[src/rtl/daq_ddu_arbiter.sv]
// Arbitrates the 16-bit DDU output link between the DAQ event builder (source 0)
// and the test/monitor generator (source 1), one whole packet at a time.
module daq_ddu_arbiter #(
    parameter int MIN_GAP = 4,
    parameter int TIMEOUT = 1024,
    parameter int CNT_W   = 16
) (
    input  logic             CLK,
    input  logic             RST,
    input  logic             LINK_EN,
    input  logic [15:0]      S0_DATA,
    input  logic             S0_VLD,
    input  logic             S0_LAST,
    output logic             S0_RDY,
    input  logic [15:0]      S1_DATA,
    input  logic             S1_VLD,
    input  logic             S1_LAST,
    output logic             S1_RDY,
    output logic [15:0]      TXD,
    output logic             TXD_VLD,
    output logic             BUSY,
    output logic             ACTIVE_SRC,
    output logic             ABORT,
    output logic [CNT_W-1:0] PKT_CNT0,
    output logic [CNT_W-1:0] PKT_CNT1,
    output logic [7:0]       ERR_CNT
);

    typedef enum logic [1:0] {
        IDLE  = 2'd0,
        SEND0 = 2'd1,
        SEND1 = 2'd2,
        GAP   = 2'd3
    } state_t;

    localparam logic [15:0] STALL_LIMIT = 16'(TIMEOUT - 1);
    localparam logic [7:0]  GAP_LOAD    = 8'(MIN_GAP);

    logic [15:0] src_data [2];
    logic [1:0]  src_vld;
    logic [1:0]  src_last;

    assign src_data[0] = S0_DATA;
    assign src_data[1] = S1_DATA;
    assign src_vld     = {S1_VLD, S0_VLD};
    assign src_last    = {S1_LAST, S0_LAST};

    state_t      state_q, state_d;
    logic [15:0] txd_q, txd_d;
    logic        txd_vld_q, txd_vld_d;
    logic [1:0]  rdy_q, rdy_d;
    logic        busy_q, busy_d;
    logic        active_src_q, active_src_d;
    logic        abort_q, abort_d;
    logic [15:0] stall_cnt_q, stall_cnt_d;
    logic [7:0]  gap_cnt_q, gap_cnt_d;
    logic [7:0]  err_cnt_q, err_cnt_d;
    logic [1:0]  pkt_done;
    logic [CNT_W-1:0] pkt_cnt_q [2];
    logic [CNT_W-1:0] pkt_cnt_d [2];

    logic cur_src;
    logic xfer;
    logic grant_src;

    // In SENDx the matching ready flop is high, so a transfer is just VLD && RDY.
    assign cur_src   = (state_q == SEND1);
    assign xfer      = src_vld[cur_src] & rdy_q[cur_src];
    assign grant_src = !(src_vld[0] && (!src_vld[1] || active_src_q));

    always_comb begin
        state_d      = state_q;
        txd_d        = '0;
        txd_vld_d    = 1'b0;
        active_src_d = active_src_q;
        abort_d      = 1'b0;
        stall_cnt_d  = stall_cnt_q;
        gap_cnt_d    = gap_cnt_q;
        err_cnt_d    = err_cnt_q;
        pkt_done     = '0;

        case (state_q)
            IDLE: begin
                if (LINK_EN && (|src_vld)) begin
                    state_d      = grant_src ? SEND1 : SEND0;
                    active_src_d = grant_src;
                    stall_cnt_d  = '0;
                end
            end
            SEND0, SEND1: begin
                if (xfer) begin
                    txd_d       = src_data[cur_src];
                    txd_vld_d   = 1'b1;
                    stall_cnt_d = '0;
                    if (src_last[cur_src]) begin
                        pkt_done[cur_src] = 1'b1;
                        state_d           = GAP;
                        gap_cnt_d         = GAP_LOAD;
                    end
                end else if (stall_cnt_q == STALL_LIMIT) begin
                    // Stalled source: drop the rest of the packet and free the link.
                    state_d   = GAP;
                    gap_cnt_d = GAP_LOAD;
                    abort_d   = 1'b1;
                    if (err_cnt_q != 8'hFF) begin
                        err_cnt_d = err_cnt_q + 8'd1;
                    end
                end else begin
                    stall_cnt_d = stall_cnt_q + 16'd1;
                end
            end
            GAP: begin
                if (gap_cnt_q == 8'd0) begin
                    state_d = IDLE;
                end else begin
                    gap_cnt_d = gap_cnt_q - 8'd1;
                end
            end
            default: state_d = IDLE;
        endcase

        busy_d = (state_d != IDLE);
    end

    genvar gi;
    generate
        for (gi = 0; gi < 2; gi++) begin : g_src
            assign rdy_d[gi] = (state_d == ((gi == 0) ? SEND0 : SEND1));

            always_comb begin
                pkt_cnt_d[gi] = pkt_cnt_q[gi] + CNT_W'(pkt_done[gi]);
            end

            always_ff @(posedge CLK) begin
                if (RST) begin
                    pkt_cnt_q[gi] <= '0;
                end else begin
                    pkt_cnt_q[gi] <= pkt_cnt_d[gi];
                end
            end
        end
    endgenerate

    always_ff @(posedge CLK) begin
        if (RST) begin
            state_q      <= IDLE;
            txd_q        <= '0;
            txd_vld_q    <= 1'b0;
            rdy_q        <= '0;
            busy_q       <= 1'b0;
            active_src_q <= 1'b1;
            abort_q      <= 1'b0;
            stall_cnt_q  <= '0;
            gap_cnt_q    <= '0;
            err_cnt_q    <= '0;
        end else begin
            state_q      <= state_d;
            txd_q        <= txd_d;
            txd_vld_q    <= txd_vld_d;
            rdy_q        <= rdy_d;
            busy_q       <= busy_d;
            active_src_q <= active_src_d;
            abort_q      <= abort_d;
            stall_cnt_q  <= stall_cnt_d;
            gap_cnt_q    <= gap_cnt_d;
            err_cnt_q    <= err_cnt_d;
        end
    end

    assign S0_RDY     = rdy_q[0];
    assign S1_RDY     = rdy_q[1];
    assign TXD        = txd_q;
    assign TXD_VLD    = txd_vld_q;
    assign BUSY       = busy_q;
    assign ACTIVE_SRC = active_src_q;
    assign ABORT      = abort_q;
    assign PKT_CNT0   = pkt_cnt_q[0];
    assign PKT_CNT1   = pkt_cnt_q[1];
    assign ERR_CNT    = err_cnt_q;

endmodule

[config.mk]
export PLATFORM = sky130hd
export DESIGN_NAME = daq_ddu_arbiter
export DESIGN_NICKNAME = d
export VERILOG_FILES = /design/src/rtl/daq_ddu_arbiter.sv
export SDC_FILE = /design/constraint.sdc
export NUM_CORES = 1
export LEC_CHECK = 0
export BUFFER_PORTS_ARGS = -buffer_cell sky130_fd_sc_hd__buf_2
export CORE_AREA = 4 4 161 117
export CTS_CLUSTER_SIZE = 20
export DETAILED_ROUTE_END_ITERATION = 7
export DIE_AREA = 0 0 165 121
export GPL_TIMING_DRIVEN = 1
export SLEW_MARGIN = 20
export SYNTH_ARGS = -nofsm -noshare
export SYNTH_HDL_FRONTEND = slang
export SYNTH_SLANG_ARGS = --single-unit
[constraint.sdc]
create_clock -name CLK -period 3 [get_ports CLK]
set_input_delay 0.75 -clock CLK [delete_from_list [all_inputs] [get_ports CLK]]
set_output_delay 0.75 -clock CLK [all_outputs]
set_load 0.03 [all_outputs]
# After elaboration in Yosys (flattened, before gate mapping)

Memory sizes are Yosys's and may differ from the RTL's.
Cells that the tools add are included.

Flip-flop bits (word level): 56
Word-level logic and storage cells: 94
Memory bits (writable): 32
Output and inout bits: 62
Memories: 1

Reduce and logical (&&, ||, !) cells: 20
Add/sub/neg operators: 5
Equality and inequality tests: 12
Muxes and demuxes: 37
Magnitude comparators: 3
Bitwise operators: 6

Memories:

| name      | depth | bits a word | rd ports | clocked after Yosys merged registers in | wr ports | line | source |
|---|---|---|---|---|---|---|---|
| pkt_cnt_q | 2     | 16          | 2        | 0                                       | 2        | 59   | `logic [CNT_W-1:0] pkt_cnt_q [2];` |

Operators with widths:

| cell                    | count |
|---|---|
| $mux W16                | 8 |
| $add A16 B1 Y16         | 2 |
| $mux W8                 | 4 |
| $pmux W16 S2            | 1 |
| $mux W2                 | 9 |
| $add A16 B1 Y16 const B | 1 |
| $eq A16 B10 Y1 const B  | 1 |
| $pmux W8 S2             | 1 |
| $mux W1                 | 12 |
| $ne A3 B3 Y1 const B    | 3 |
| $add A8 B1 Y8 const B   | 1 |
| $logic_not A8 Y1        | 1 |
| $ne A8 B8 Y1 const B    | 1 |
| $reduce_and A4 Y1       | 2 |
| $sub A8 B1 Y8 const B   | 1 |
| $eq A2 B2 Y1 const B    | 3 |
| $pmux W2 S3             | 1 |
| $reduce_bool A2 Y1      | 3 |
| $reduce_or A2 Y1        | 3 |
| $reduce_or A3 Y1        | 2 |
| $eq A2 B1 Y1 const B    | 2 |
| $ne A2 B2 Y1 const B    | 2 |
| $logic_and A1 B1 Y1     | 3 |
| $reduce_and A3 Y1       | 1 |
| 12 further kinds        | 15 |

# Longest topological paths before layout

Word-level depth: 10
Mapped depth: 14

# Worst setup path before layout

OpenSTA, ideal clock, no wires.

Kind: input to register
Start: input S0_VLD
End: memory pkt_cnt_q[0][15]
Slack: 0.690 ns
Required time: 2.872 ns
Cell stages on the path: 11
Arrival time: 2.183 ns
Buffers on the path: 1
Cell sequence: nand3b_1 > nand2_1 > nand2_1 > nor2_1 > ha_1 > nand3_1 > or2_0 > clkbuf_1 > nor4_1 > xnor2_1 > nor2_1

RTL lines:

| item        | line | source |
|---|---|---|
| from (decl) | 12   | `input logic S0_VLD,` |
| to (decl)   | 59   |  |

==> results by group <==
Floorplan
  • # rows: slightly above 40
  • I/O pin cnt: 101
  • Starting Density: between 20% and 30%
  • Die area: 20000 um^2
  • Die Ht: 121 um
  • Horiz. Die Dim: between 150 and 200 um
  • CORE AREA: approximately 17000 um^2

Clock network
  • Clock transition at path regs: 60 ps
  • Root Driver: clkbuf_16
  • Postcts setup bufs: 0
  • Total CTS buffers: 9
  • CTS tree: yes
  • CTS Hold Bufs: 0
  • Clock Latency Late Sink: 330 ps
  • CTS resizes: 0
  • CTS Sinks: 88
  • Clock Tree Buf Depth: 2
  • H-tree depth: 3

Layout
  • Nets: 603
  • Final Instance Area: 5140 um^2
  • Area grow syn2layout: 25.9%
  • Final cell count without fillers: 791
  • Layout filler cell count: 1858
  • Ratio of cells with drive above 1 in the final layout: 23.4%
  • Antenna Cells: 0

Yosys
  • Mapped Cells: 452
  • Area of the mapped netlist: a little over 4000 um^2
  • Ys async rst share: 0%
  • YS warnings: 0
  • Seq/Total Area, Yosys: between 40 and 50%
  • Synth Net Count: 503
  • Post-synth EDFFs: 0
  • Yosys reg bits: 88
  • Synth unique cells: 59
  • Dominant synthesized flop cell: dfxtp_1
  • Syn Area/Cell: 9.04 um^2

Worst setup path
  • Classification of the worst setup path: reg2reg
  • Critical Path Sink Type: flop
  • WP data arrival: ~2800 ps
  • Startpoint types: flop
  • CP max FO: 5
  • R2r worst-path depth: 12
  • Req. time, crit path: 3210 ps

Placement
  • DP Cell Count: 777
  • Dpl cell area: about 4800 um^2
  • IO Port Bufs: 100
  • Post-DP HPWL: 7310 um
  • GP Congestion: 0.769

Flow run
  • Max-cap viol count: 0

Timing
  • Maximum clock rate: between 300 and 400 MHz
  • Fin Clk Skew: 4.49 ps
  • WHS: about 490 ps
  • Slew @ Worst Pin: just over 700 ps
  • Min Tclk post-route: ~2600 ps
  • Final hold viol count: 0
  • RSZ-0062 raised after global routing: no
  • Relative slew slack: roughly 52%
  • Final slew viol count: 0
  • Fin crit share: about 86%
  • Final setup viols: 0
  • TNS Setup: 0 ps

Global routing
  • Global route total overflow: 0
  • Pin count of the biggest net entering global routing: 45
  • Initial antenna violation count: 0
  • Vias in the first global route: 3270
  • First-pass GRT wire length: 15900 um
  • Gr usage total: 9.89%

Drt
  • Met3 routed WL: 948 um
  • Post-Route WL: 9590 um
  • DR iter-0 viols: around 220
  • Remaining DRCs: 0
  • Vias/cell: ~4.4
  • Drt wl/cell: 12.1 um
  • WL met2: 3970 um
  • Post-route antenna net violation count: 0
  • Total vias in the final route: 3498
  • Post-Route M1 WL: 4550 um
  • Top Metal Used: met4
  • DRT Pass-1 Iters: 4

Pwr
  • Power Dens Cells: ~500 nW/um^2
  • Max VDD drop: ~0.21 mV
  • Leakage power: 2.08 nW

Status
  • Status: finished, final reports clean

Worst hold path
  • Tightest Hold Check Type: reg2reg
  • Worst Hold Depth: 2
## stage by stage
| step | total power [mW] | utilization, % | worst slack (ps) |
|---|---|---|---|
| 6_report | 2.52 | 29.4 | 407 |
| 5_1_grt | 2.62 | 29.4 | 81.5 |
| 4_1_cts | 2.56 | 29.4 | 395 |
| 3_5_place_dp | 1.35 | 27.6 | 355 |
| 3_3_place_gp | 1.35 | 27.6 | 384 |
| 2_1_floorplan | 1.30 | - | 690 |
## cell usage in the layout (no fill, tap or decap), types with 12 or more instances in the layout
| cell | synthesis | layout |
|---|---|---|
| a21oi_1 | 20 | 20 |
| ha_1 | 12 | 12 |
| xor2_1 | 21 | 21 |
| nand3_1 | 24 | 24 |
| mux2i_1 | 18 | 18 |
| or3_1 | 14 | 14 |
| buf_2 | 1 | 100 |
| nand2_1 | 26 | 26 |
| dfxtp_1 | 88 | 88 |
| nor2_1 | 68 | 68 |
| xnor2_1 | 14 | 14 |
| o21ai_0 | 13 | 13 |
## worst max-delay path, stage by stage (launching register included)
cell,delay [ps]
dfxtp_1,380
inv_1,100
ha_1,260
nand3b_1,250
nand2_1,110
nand2_1,100
nor2_1,120
ha_1,180
nand3_1,180
nor3_1,440
nand3_1,150
xor2_1,160
nor2_1,50
## registers in the layout, indices dropped and copies added, names as in the netlist
signal	cells
stall_cnt_q	16
gap_cnt_q	8
TXD	16
pkt_cnt_q	32
rdy_q	2
state_q	2
ACTIVE_SRC	1
TXD_VLD	1
BUSY	1
ERR_CNT	8
ABORT	1
## power breakdown
| part | internal, mW | switching, mW | leakage [nW] |
|---|---|---|---|
| clock network | 0.744 | 0.446 | 0.148 |
| registers | 1.18 | 0.00756 | 0.709 |
| logic | 0.0558 | 0.0864 | 1.22 |
## cell usage after synthesis, drive strengths merged (9+ instances only)
library cell  instances  area, um^2
ha                   12         150
a21oi                20         100
or3                  14        87.6
nand4                10        68.8
nand2                26        97.6
inv                   9        33.8
mux2i                18         180
o21ai                18        90.1
xnor2                14         123
nor2                 68         255
xor2                 21         184
nand3                26         140
dfxtp                88        1760
and4                  9        78.8
## cells by family after synthesis
kind of cell	share of synthesized area (%)
AOI/OAI and AO/OA	11.2
xor gates and xnor gates	7.51
adders and majority gates	3.68
buffers and inverters	2.97
DFF	43.1
muxes	4.69
and+or+nand+nor	26.9
## final cells by class
class / count / area, um^2 / share of cell area [%]
multi-input cells: 339 / 2200 / 42.8
flip-flops and latches: 88 / 1760 / 34.3
repair buffers: 105 / 538 / 10.5
well taps: 236 / 295 / 5.74
clock buffers: 11 / 243 / 4.72
clock inverters: 3 / 67.6 / 1.31
inverters: 9 / 33.8 / 0.657
## final timing paths
kind,startpoint,to,slack [ps]
worst min-delay path,gap_cnt_q[0]$_SDFFE_PP0P_,gap_cnt_q[0]$_SDFFE_PP0P_,490
worst max register to register,state_q[0]$_SDFF_PP0_,pkt_cnt_q[1][15]$_SDFF_PP0_,410
worst max-delay path,state_q[0]$_SDFF_PP0_,pkt_cnt_q[1][15]$_SDFF_PP0_,410
worst min register to register,gap_cnt_q[0]$_SDFFE_PP0P_,gap_cnt_q[0]$_SDFFE_PP0P_,490
## metal layers
layer / track usage, % / up-vias
li1: - / 1807
met1: 13.0 / 1579
met2: 14.6 / 103
met3: 4.55 / 9
met4: 2.81 / 0
met5: 0 / -
Power figures use the tool's default switching activity.
